==> config.mk <==
export PLATFORM = sky130hd
export DESIGN_NAME = nn_frame_controller_flat
export DESIGN_NICKNAME = d
export VERILOG_FILES = /design/src/rtl/nn_accel_pkg.sv /design/src/rtl/nn_frame_controller_if.sv /design/src/rtl/frame_chunk_buffer.sv /design/src/rtl/nn_frame_controller.sv /design/src/flat_wrapper.sv
export SDC_FILE = /design/constraint.sdc
export NUM_CORES = 1
export LEC_CHECK = 0
export BUFFER_PORTS_ARGS = -buffer_cell sky130_fd_sc_hd__buf_2
export CAP_MARGIN = 20
export CORE_UTILIZATION = 54
export CTS_CLUSTER_DIAMETER = 60
export DETAILED_ROUTE_END_ITERATION = 10
export PLACE_DENSITY_LB_ADDON = 0.12
export SYNTH_ARGS = -nofsm -noshare
export SYNTH_HDL_FRONTEND = slang
export SYNTH_SLANG_ARGS = --single-unit
==> constraint.sdc <==
create_clock -name clk -period 3.8 [get_ports clk]
set_input_delay 0.38 -clock clk [delete_from_list [all_inputs] [get_ports clk]]
set_output_delay 0.38 -clock clk [all_outputs]
set_load 0.02 [all_outputs]
==> src/rtl/nn_accel_pkg.sv <==
// nn_accel_pkg
// Shared types and constants for the frame controller and its frame buffer.
//   state_t      : controller FSM state encoding (also exported for debug)
//   TEST_MAX     : largest frame value treated as a test-mode bypass digit
//   ERR_DIGIT    : result reported when the classifier times out (4-bit form)
//   count_width  : bits needed to count 0..n-1 (at least 1)
//   wdog_width   : bits needed to count 0..t   (at least 1)
package nn_accel_pkg;

    typedef enum logic [1:0] {
        ST_IDLE = 2'd0,
        ST_LOAD = 2'd1,
        ST_RUN  = 2'd2,
        ST_HOLD = 2'd3
    } state_t;

    localparam int         TEST_MAX  = 9;
    localparam logic [3:0] ERR_DIGIT = 4'hF;

    function automatic int count_width(input int n);
        return (n <= 2) ? 1 : $clog2(n);
    endfunction

    function automatic int wdog_width(input int t);
        return (t < 2) ? 1 : $clog2(t + 1);
    endfunction

endpackage

==> src/rtl/nn_frame_controller_if.sv <==
// nn_frame_controller_if
// Bundles the intake, classifier and result signals of the frame controller.
// The controller connects through the slave modport; pins/classifier/seg7
// side (or a testbench) connects through the master modport.
//
// Handshake rules:
//   intake     : a beat transfers on every rising edge where in_valid is high
//                while a frame is loading (no back-pressure; gaps allowed).
//                frame_start begins a frame and discards any partial one.
//   classifier : cls_start is a one-cycle pulse; cls_image is stable from
//                that pulse until the held result is acknowledged. cls_done
//                is a one-cycle strobe qualifying cls_digit.
//   result     : result_bcd/error are held while result_valid is high; the
//                result is consumed on the edge where result_ack is high.
//
// Parameters: CHUNK_W pixels per beat, PIX pixels per frame, CLASS_W result
// width.
interface nn_frame_controller_if #(
    parameter int CHUNK_W = 7,
    parameter int PIX     = 196,
    parameter int CLASS_W = 4
);
    logic               frame_start;
    logic               in_valid;
    logic [CHUNK_W-1:0] in_data;
    logic               cls_start;
    logic [PIX-1:0]     cls_image;
    logic               cls_done;
    logic [CLASS_W-1:0] cls_digit;
    logic [CLASS_W-1:0] result_bcd;
    logic               result_valid;
    logic               result_ack;
    logic               busy;
    logic               error;

    modport master (
        output frame_start, in_valid, in_data, cls_done, cls_digit, result_ack,
        input  cls_start, cls_image, result_bcd, result_valid, busy, error
    );

    modport slave (
        input  frame_start, in_valid, in_data, cls_done, cls_digit, result_ack,
        output cls_start, cls_image, result_bcd, result_valid, busy, error
    );
endinterface

==> src/rtl/frame_chunk_buffer.sv <==
// frame_chunk_buffer
// Frame buffer filled one CHUNK_W-wide beat at a time, chunk 0 in the LSBs.
// Ports:
//   clk, rst    : clock, synchronous active-high reset
//   clear       : empty the buffer and restart the chunk count
//   wr_en       : write wr_data into the next chunk slot
//   wr_data     : CHUNK_W pixel bits
//   frame       : registered buffer contents
//   frame_next  : buffer contents including the beat being written this cycle
//   last_beat   : the beat written this cycle completes the frame
module frame_chunk_buffer
    import nn_accel_pkg::*;
#(
    parameter int  PIX     = 196,
    parameter int  CHUNK_W = 7,
    localparam int NCHUNK  = PIX / CHUNK_W,
    localparam int CNT_W   = count_width(NCHUNK)
) (
    input  logic               clk,
    input  logic               rst,
    input  logic               clear,
    input  logic               wr_en,
    input  logic [CHUNK_W-1:0] wr_data,
    output logic [PIX-1:0]     frame,
    output logic [PIX-1:0]     frame_next,
    output logic               last_beat
);

    logic [CNT_W-1:0] count;

    assign last_beat = wr_en && (count == CNT_W'(NCHUNK - 1));

    // Slot decode written as a compare per chunk so the write stays a plain
    // mux per slot instead of a variable shifter.
    always_comb begin
        frame_next = frame;
        if (wr_en) begin
            for (int k = 0; k < NCHUNK; k++) begin
                if (count == CNT_W'(k)) begin
                    frame_next[k*CHUNK_W +: CHUNK_W] = wr_data;
                end
            end
        end
    end

    always_ff @(posedge clk) begin
        if (rst || clear) begin
            frame <= '0;
            count <= '0;
        end else if (wr_en) begin
            frame <= frame_next;
            count <= last_beat ? '0 : count + CNT_W'(1);
        end
    end

endmodule

==> src/rtl/nn_frame_controller.sv <==
// nn_frame_controller
// Assembles an image from fixed-width chunks, launches the digit classifier,
// bypasses it for small test values, and holds the result until acknowledged.
// A watchdog converts a hung classifier into an error result.
// Ports:
//   clk, rst   : clock, synchronous active-high reset
//   bus        : nn_frame_controller_if slave (intake, classifier, result)
//   fsm_state  : current controller state, for observation only
module nn_frame_controller
    import nn_accel_pkg::*;
#(
    parameter int  IMG_W   = 14,
    parameter int  IMG_H   = 14,
    parameter int  CHUNK_W = 7,
    parameter int  CLASS_W = 4,
    parameter int  TIMEOUT = 1023,
    localparam int PIX     = IMG_W * IMG_H,
    localparam int WD_W    = wdog_width(TIMEOUT)
) (
    input  logic                 clk,
    input  logic                 rst,
    nn_frame_controller_if.slave bus,
    output state_t               fsm_state
);

    if ((PIX % CHUNK_W) != 0) begin : g_bad_chunk
        $error("nn_frame_controller: IMG_W*IMG_H must be a multiple of CHUNK_W");
    end
    if ((TIMEOUT < 1) || (TIMEOUT > 65535)) begin : g_bad_timeout
        $error("nn_frame_controller: TIMEOUT must be in 1..65535");
    end

    state_t             state, state_n;
    logic [WD_W-1:0]    wd;
    logic               cls_start_q;
    logic [CLASS_W-1:0] result_q;
    logic               err_q;

    logic               buf_clear, buf_wr, last_beat;
    logic [PIX-1:0]     frame, frame_next;
    logic               test_mode, timeout_hit;
    logic               busy_c, valid_c;

    frame_chunk_buffer #(
        .PIX     (PIX),
        .CHUNK_W (CHUNK_W)
    ) u_buf (
        .clk        (clk),
        .rst        (rst),
        .clear      (buf_clear),
        .wr_en      (buf_wr),
        .wr_data    (bus.in_data),
        .frame      (frame),
        .frame_next (frame_next),
        .last_beat  (last_beat)
    );

    // The bypass decision looks at the frame including the completing beat.
    assign test_mode   = (frame_next <= PIX'(TEST_MAX));
    assign timeout_hit = (wd == WD_W'(TIMEOUT));

    // State register
    always_ff @(posedge clk) begin
        if (rst) begin
            state <= ST_IDLE;
        end else begin
            state <= state_n;
        end
    end

    // Next-state logic
    always_comb begin
        state_n = state;
        case (state)
            ST_IDLE: if (bus.frame_start) state_n = ST_LOAD;
            ST_LOAD: if (last_beat) state_n = test_mode ? ST_HOLD : ST_RUN;
            // cls_done is checked first so it wins on the timeout cycle.
            ST_RUN:  if (bus.cls_done || timeout_hit) state_n = ST_HOLD;
            ST_HOLD: if (bus.result_ack) state_n = bus.frame_start ? ST_LOAD : ST_IDLE;
            default: state_n = ST_IDLE;
        endcase
    end

    // Output / control decode
    always_comb begin
        buf_clear = 1'b0;
        buf_wr    = 1'b0;
        case (state)
            ST_IDLE: buf_clear = bus.frame_start;
            ST_LOAD: begin
                // A restart drops any beat arriving in the same cycle.
                buf_clear = bus.frame_start;
                buf_wr    = bus.in_valid && !bus.frame_start;
            end
            ST_HOLD: buf_clear = bus.result_ack && bus.frame_start;
            default: ;
        endcase
        busy_c  = (state == ST_LOAD) || (state == ST_RUN);
        valid_c = (state == ST_HOLD);
    end

    // Launch pulse, watchdog and result register
    always_ff @(posedge clk) begin
        if (rst) begin
            cls_start_q <= 1'b0;
            wd          <= '0;
            result_q    <= '0;
            err_q       <= 1'b0;
        end else begin
            cls_start_q <= last_beat && !test_mode;
            if (last_beat && !test_mode) begin
                wd <= '0;
            end else if ((state == ST_RUN) && !timeout_hit) begin
                wd <= wd + WD_W'(1);
            end
            if (last_beat && test_mode) begin
                result_q <= frame_next[CLASS_W-1:0];
                err_q    <= 1'b0;
            end else if (state == ST_RUN) begin
                if (bus.cls_done) begin
                    result_q <= bus.cls_digit;
                    err_q    <= 1'b0;
                end else if (timeout_hit) begin
                    result_q <= '1;
                    err_q    <= 1'b1;
                end
            end
        end
    end

    assign bus.cls_start    = cls_start_q;
    assign bus.cls_image    = frame;
    assign bus.result_bcd   = result_q;
    assign bus.result_valid = valid_c;
    assign bus.busy         = busy_c;
    // err_q is only meaningful while a result is held.
    assign bus.error        = err_q && (state == ST_HOLD);
    assign fsm_state        = state;

endmodule

==> src/flat_wrapper.sv <==
// flat-port wrapper written by rule: the top's interface ports become plain ports
module nn_frame_controller_flat import nn_accel_pkg::*;
#(
    parameter int  IMG_W   = 14,
    parameter int  IMG_H   = 14,
    parameter int  CHUNK_W = 7,
    parameter int  CLASS_W = 4,
    parameter int  TIMEOUT = 1023,
    localparam int PIX     = IMG_W * IMG_H,
    localparam int WD_W    = wdog_width(TIMEOUT)
)
  (clk, rst, fsm_state, bus_frame_start, bus_in_valid, bus_in_data, bus_cls_done, bus_cls_digit, bus_result_ack, bus_cls_start, bus_cls_image, bus_result_bcd, bus_result_valid, bus_busy, bus_error);
  nn_frame_controller_if #(.CHUNK_W(CHUNK_W), .PIX((14 * 14)), .CLASS_W(CLASS_W)) bus_i ();
  input  logic clk;
  input  logic rst;
  output state_t fsm_state;
  input wire logic [$bits(bus_i.frame_start)-1:0] bus_frame_start;
  input wire logic [$bits(bus_i.in_valid)-1:0] bus_in_valid;
  input wire logic [$bits(bus_i.in_data)-1:0] bus_in_data;
  input wire logic [$bits(bus_i.cls_done)-1:0] bus_cls_done;
  input wire logic [$bits(bus_i.cls_digit)-1:0] bus_cls_digit;
  input wire logic [$bits(bus_i.result_ack)-1:0] bus_result_ack;
  output wire logic [$bits(bus_i.cls_start)-1:0] bus_cls_start;
  output wire logic [$bits(bus_i.cls_image)-1:0] bus_cls_image;
  output wire logic [$bits(bus_i.result_bcd)-1:0] bus_result_bcd;
  output wire logic [$bits(bus_i.result_valid)-1:0] bus_result_valid;
  output wire logic [$bits(bus_i.busy)-1:0] bus_busy;
  output wire logic [$bits(bus_i.error)-1:0] bus_error;
  assign bus_i.frame_start = bus_frame_start;
  assign bus_i.in_valid = bus_in_valid;
  assign bus_i.in_data = bus_in_data;
  assign bus_i.cls_done = bus_cls_done;
  assign bus_i.cls_digit = bus_cls_digit;
  assign bus_i.result_ack = bus_result_ack;
  assign bus_cls_start = bus_i.cls_start;
  assign bus_cls_image = bus_i.cls_image;
  assign bus_result_bcd = bus_i.result_bcd;
  assign bus_result_valid = bus_i.result_valid;
  assign bus_busy = bus_i.busy;
  assign bus_error = bus_i.error;
  nn_frame_controller #(.IMG_W(IMG_W), .IMG_H(IMG_H), .CHUNK_W(CHUNK_W), .CLASS_W(CLASS_W), .TIMEOUT(TIMEOUT)) u_core (.clk(clk), .rst(rst), .bus(bus_i), .fsm_state(fsm_state));
endmodule
==> flow_metrics.env <==
export IMPL_finalHoldViolCount=0
export IMPL_critPathTopFamily="simple AND/OR/NAND/NOR gates"
export IMPL_fillerInstances=1561
export IMPL_synth_cells=1264
export IMPL_layout_nets=1520
export IMPL_path_cells="ha_1, buf_4, and3_1, ha_1, and4b_1, a21oi_1, nor4_1, o2111a_1, nand4_1, nor4_1, buf_4, nand2_2, mux2_2"
export IMPL_grtUsageTotal_pct=35.7
export IMPL_num_io_pins=223
export IMPL_syn_avg_cell_area_um2=7.89
export IMPL_synth_most_common_cell="nand2_1"
export IMPL_grt_pass1_vias=9335
export IMPL_root_buffer="clkbuf_16"
export IMPL_core_mm2=0.0180
export IMPL_ys_ff_latch=219
export IMPL_drt_iter0_drc=1137
export IMPL_tns_ps=0
export IMPL_yosysUniqueCellTypes=67
export IMPL_fin_crit_ps=3770
export IMPL_netlist_area_mm2=0.00997
export IMPL_place_gp_congestion=0.980
export IMPL_worstPathArrival_ps=4180
export IMPL_clock_sinks=219
export IMPL_yosys_top_cells_count="nand2_1 (254), dfxtp_1 (219), a21oi_1 (163)"
export IMPL_hp_class="in2reg"
export IMPL_cp_required_ps=4210
export IMPL_num_rows=49
export IMPL_period_share_pct=99.1
export IMPL_netlist_area_leader_share_pct=44.0
export IMPL_synth_warning_count=0
export IMPL_path_max_fanout=11
export IMPL_dr_total_vias=10500
export IMPL_ys_flop_type="dfxtp_1"
export IMPL_fmax_mhz=266
export IMPL_dieArea_mm2=0.0190
export IMPL_clockBufferDepth=3
export IMPL_place_area_mm2=0.0116
export IMPL_slew_viol_final=0
export IMPL_cp_start_kind="flip-flop"
export IMPL_synthTopCellsByArea="dfxtp_1 (44%), nand2_1 (9.6%), a21oi_1 (8.2%)"
export IMPL_seq_area_frac_synth_pct=44.0
export IMPL_dp_hpwl_um=24600
export IMPL_cts_tree="built"
export IMPL_wl_um=34800
export IMPL_clock_latency_ps=520
export IMPL_antenna_left=0
export IMPL_drc=0
export IMPL_gr_usage_met1_pct=48.1
export IMPL_dieWidth_um=138
export IMPL_area_growth_syn_to_layout_pct=24.2
export IMPL_slowest_stage="ha_1"
export IMPL_postCtsSetupRepairBufs=0
export IMPL_max_vdd_ir_drop_mv=0.442
export IMPL_tightest_slew_ps=830
export IMPL_firstDrtPassIters=6
export IMPL_start_util_pct=55.3
export IMPL_grt_use_met3_pct=8.85
export IMPL_stdcell_area_mm2=0.0124
export IMPL_worstSetupPathType="reg2reg"
export IMPL_async_flop_share_pct=0
export IMPL_fin_skew_ps=11.3
export IMPL_p_leak_nw=5.22
export IMPL_synth_edff_count=0
export IMPL_power_density_mw_per_mm2=431
export IMPL_cts_hold_buffers=0
export IMPL_cp_end_kind="flip-flop"
export IMPL_grt_pass1_wl_um=51500
export IMPL_via_per_inst=6.02
export IMPL_maxCapViolCount=0
export IMPL_path_clk_slew_ps=60
export IMPL_top_usage_layer="met2"
export IMPL_grt_use_met2_pct=53.6
export IMPL_die_y_um=138
export IMPL_crit_buf_inv=2
export IMPL_wl_per_cell_um=20.0
export IMPL_status="complete, no violations"
export IMPL_yosysTopAreaCell="dfxtp_1"
export IMPL_htreeDepth=1
export IMPL_cpPeakStageDelay_ps=460
export IMPL_setup_violations=0
export IMPL_slew_limit_headroom_pct=44.2
export IMPL_antenna_found_initial=1
export IMPL_syn_num_nets=1292
export IMPL_port_buffer_count=222
export IMPL_cts_made_buffers=24
export IMPL_drive_above_1_share_pct=24.8
export IMPL_diodes=0
export IMPL_grt_max_degree=82
export IMPL_overflow=0
## routing by layer
| layer | wire, um | part of all wire, % | up-vias |
|---|---|---|---|
| li1 | - | - | 4842 |
| met1 | 14400 | 41 | 4937 |
| met2 | 15300 | 44 | 574 |
| met3 | 3760 | 11 | 103 |
| met4 | 1330 | 3.8 | 2 |
| met5 | 11 | 0.032 | - |
## layout by cell type, fill, tap and decap left out, types with 6 or more instances in the layout
| master | instances |
|---|---|
| buf_2 | 222 |
| nor2_1 | 125 |
| nand2_1 | 253 |
| ha_1 | 10 |
| clkbuf_16 | 25 |
| or4_1 | 12 |
| nand4_1 | 7 |
| nor2b_1 | 8 |
| or3_1 | 6 |
| nor4_1 | 19 |
| clkbuf_8 | 6 |
| mux2_2 | 11 |
| dfxtp_1 | 219 |
| o22ai_1 | 6 |
| nand3_1 | 26 |
| o21ai_0 | 77 |
| mux2i_1 | 69 |
| nand3b_1 | 6 |
| buf_4 | 74 |
| inv_1 | 11 |
| nor3_1 | 40 |
| a21oi_1 | 162 |
| and3_1 | 8 |
| nor2_2 | 7 |
## final cells by class
cell class,instances,area [um2],area share [%]
clock inverter,7,63.8,0.515
sequential,219,4380,35.4
clock buffer,36,727,5.87
inverter,11,41.3,0.334
timing repair buffer,298,1710,13.8
tap,229,287,2.31
multi-input combinational,938,5170,41.8
## registers in the layout, indices dropped and copies added, names as in the netlist
signal                 count
u_core.bus.cls_start       1
u_core.bus.result_bcd      4
u_core.u_buf.frame       196
u_core.err_q               1
u_core.fsm_state           2
u_core.wd                 10
u_core.u_buf.count         5
## worst paths after layout
| kind | from | end | slack (ps) | depth (start not counted) |
|---|---|---|---|---|
| setup / recovery | u_core.u_buf.count[0]$_SDFFE_PP0N_ | u_core.bus.result_bcd[0]$_SDFFE_PP0P_ | 30 | 13 |
| hold / removal | bus_cls_done | u_core.err_q$_SDFFE_PP0P_ | 220 | 3 |
| setup reg to reg | u_core.u_buf.count[0]$_SDFFE_PP0N_ | u_core.bus.result_bcd[0]$_SDFFE_PP0P_ | 30 | 13 |
| hold reg to reg | u_core.u_buf.frame[50]$_SDFFE_PP0N_ | u_core.u_buf.frame[50]$_SDFFE_PP0N_ | 460 | 2 |
## worst register-to-register path, delay by kind of cell (launching register included)
family,cells,cell delay (ps)
muxes,1,290
buffers and inverters,2,440
and+or+nand+nor,6,1430
adders and majority gates,2,610
DFF,1,430
AOI/OAI and AO/OA,2,440
## where the power goes
part / total (mW) / internal [mW] / switching, mW
registers: 2.34 / 2.32 / 0.0166
clock network: 2.32 / 1.39 / 0.935
logic: 0.673 / 0.191 / 0.482
total: 5.33 / 3.90 / 1.43
## through the flow
step | power (mW) | hold slack, ps | util (%) | setup slack (ps) | std cells
2_1_floorplan | 2.82 | 482 | - | 429 | 1264
3_3_place_gp | 3.04 | 446 | 64.2 | 104 | 1695
3_5_place_dp | 3.04 | 459 | 64.2 | 64.9 | 1695
4_1_cts | 5.33 | 202 | 68.6 | 21.7 | 1738
5_1_grt | 5.49 | 217 | 68.7 | -4.92 | 1738
6_report | 5.33 | 218 | 68.7 | 33.8 | 1738
## timing repair
item | 4_1_cts | 5_1_grt
endpoints found under the setup margin | 0 | 17
hold endpoints to repair | 0 | 0
resized for setup | 0 | 4
## logic make-up (layout without fill, tap and decap cells)
kind of cell             Yosys count  after routing  share of synthesized area, %
AND/OR/NAND/NOR                  549            549                          25.1
adder cells (fa/ha/maj)           11             11                          1.38
XOR/XNOR                           9              9                         0.791
buffers and inverters            107            352                          4.44
flip-flops                       219            219                          44.0
AO/OA/AOI/OAI                    289            289                          16.1
multiplexers                      80             80                          8.17
No activity file was read; power rests on OpenSTA's default activity.
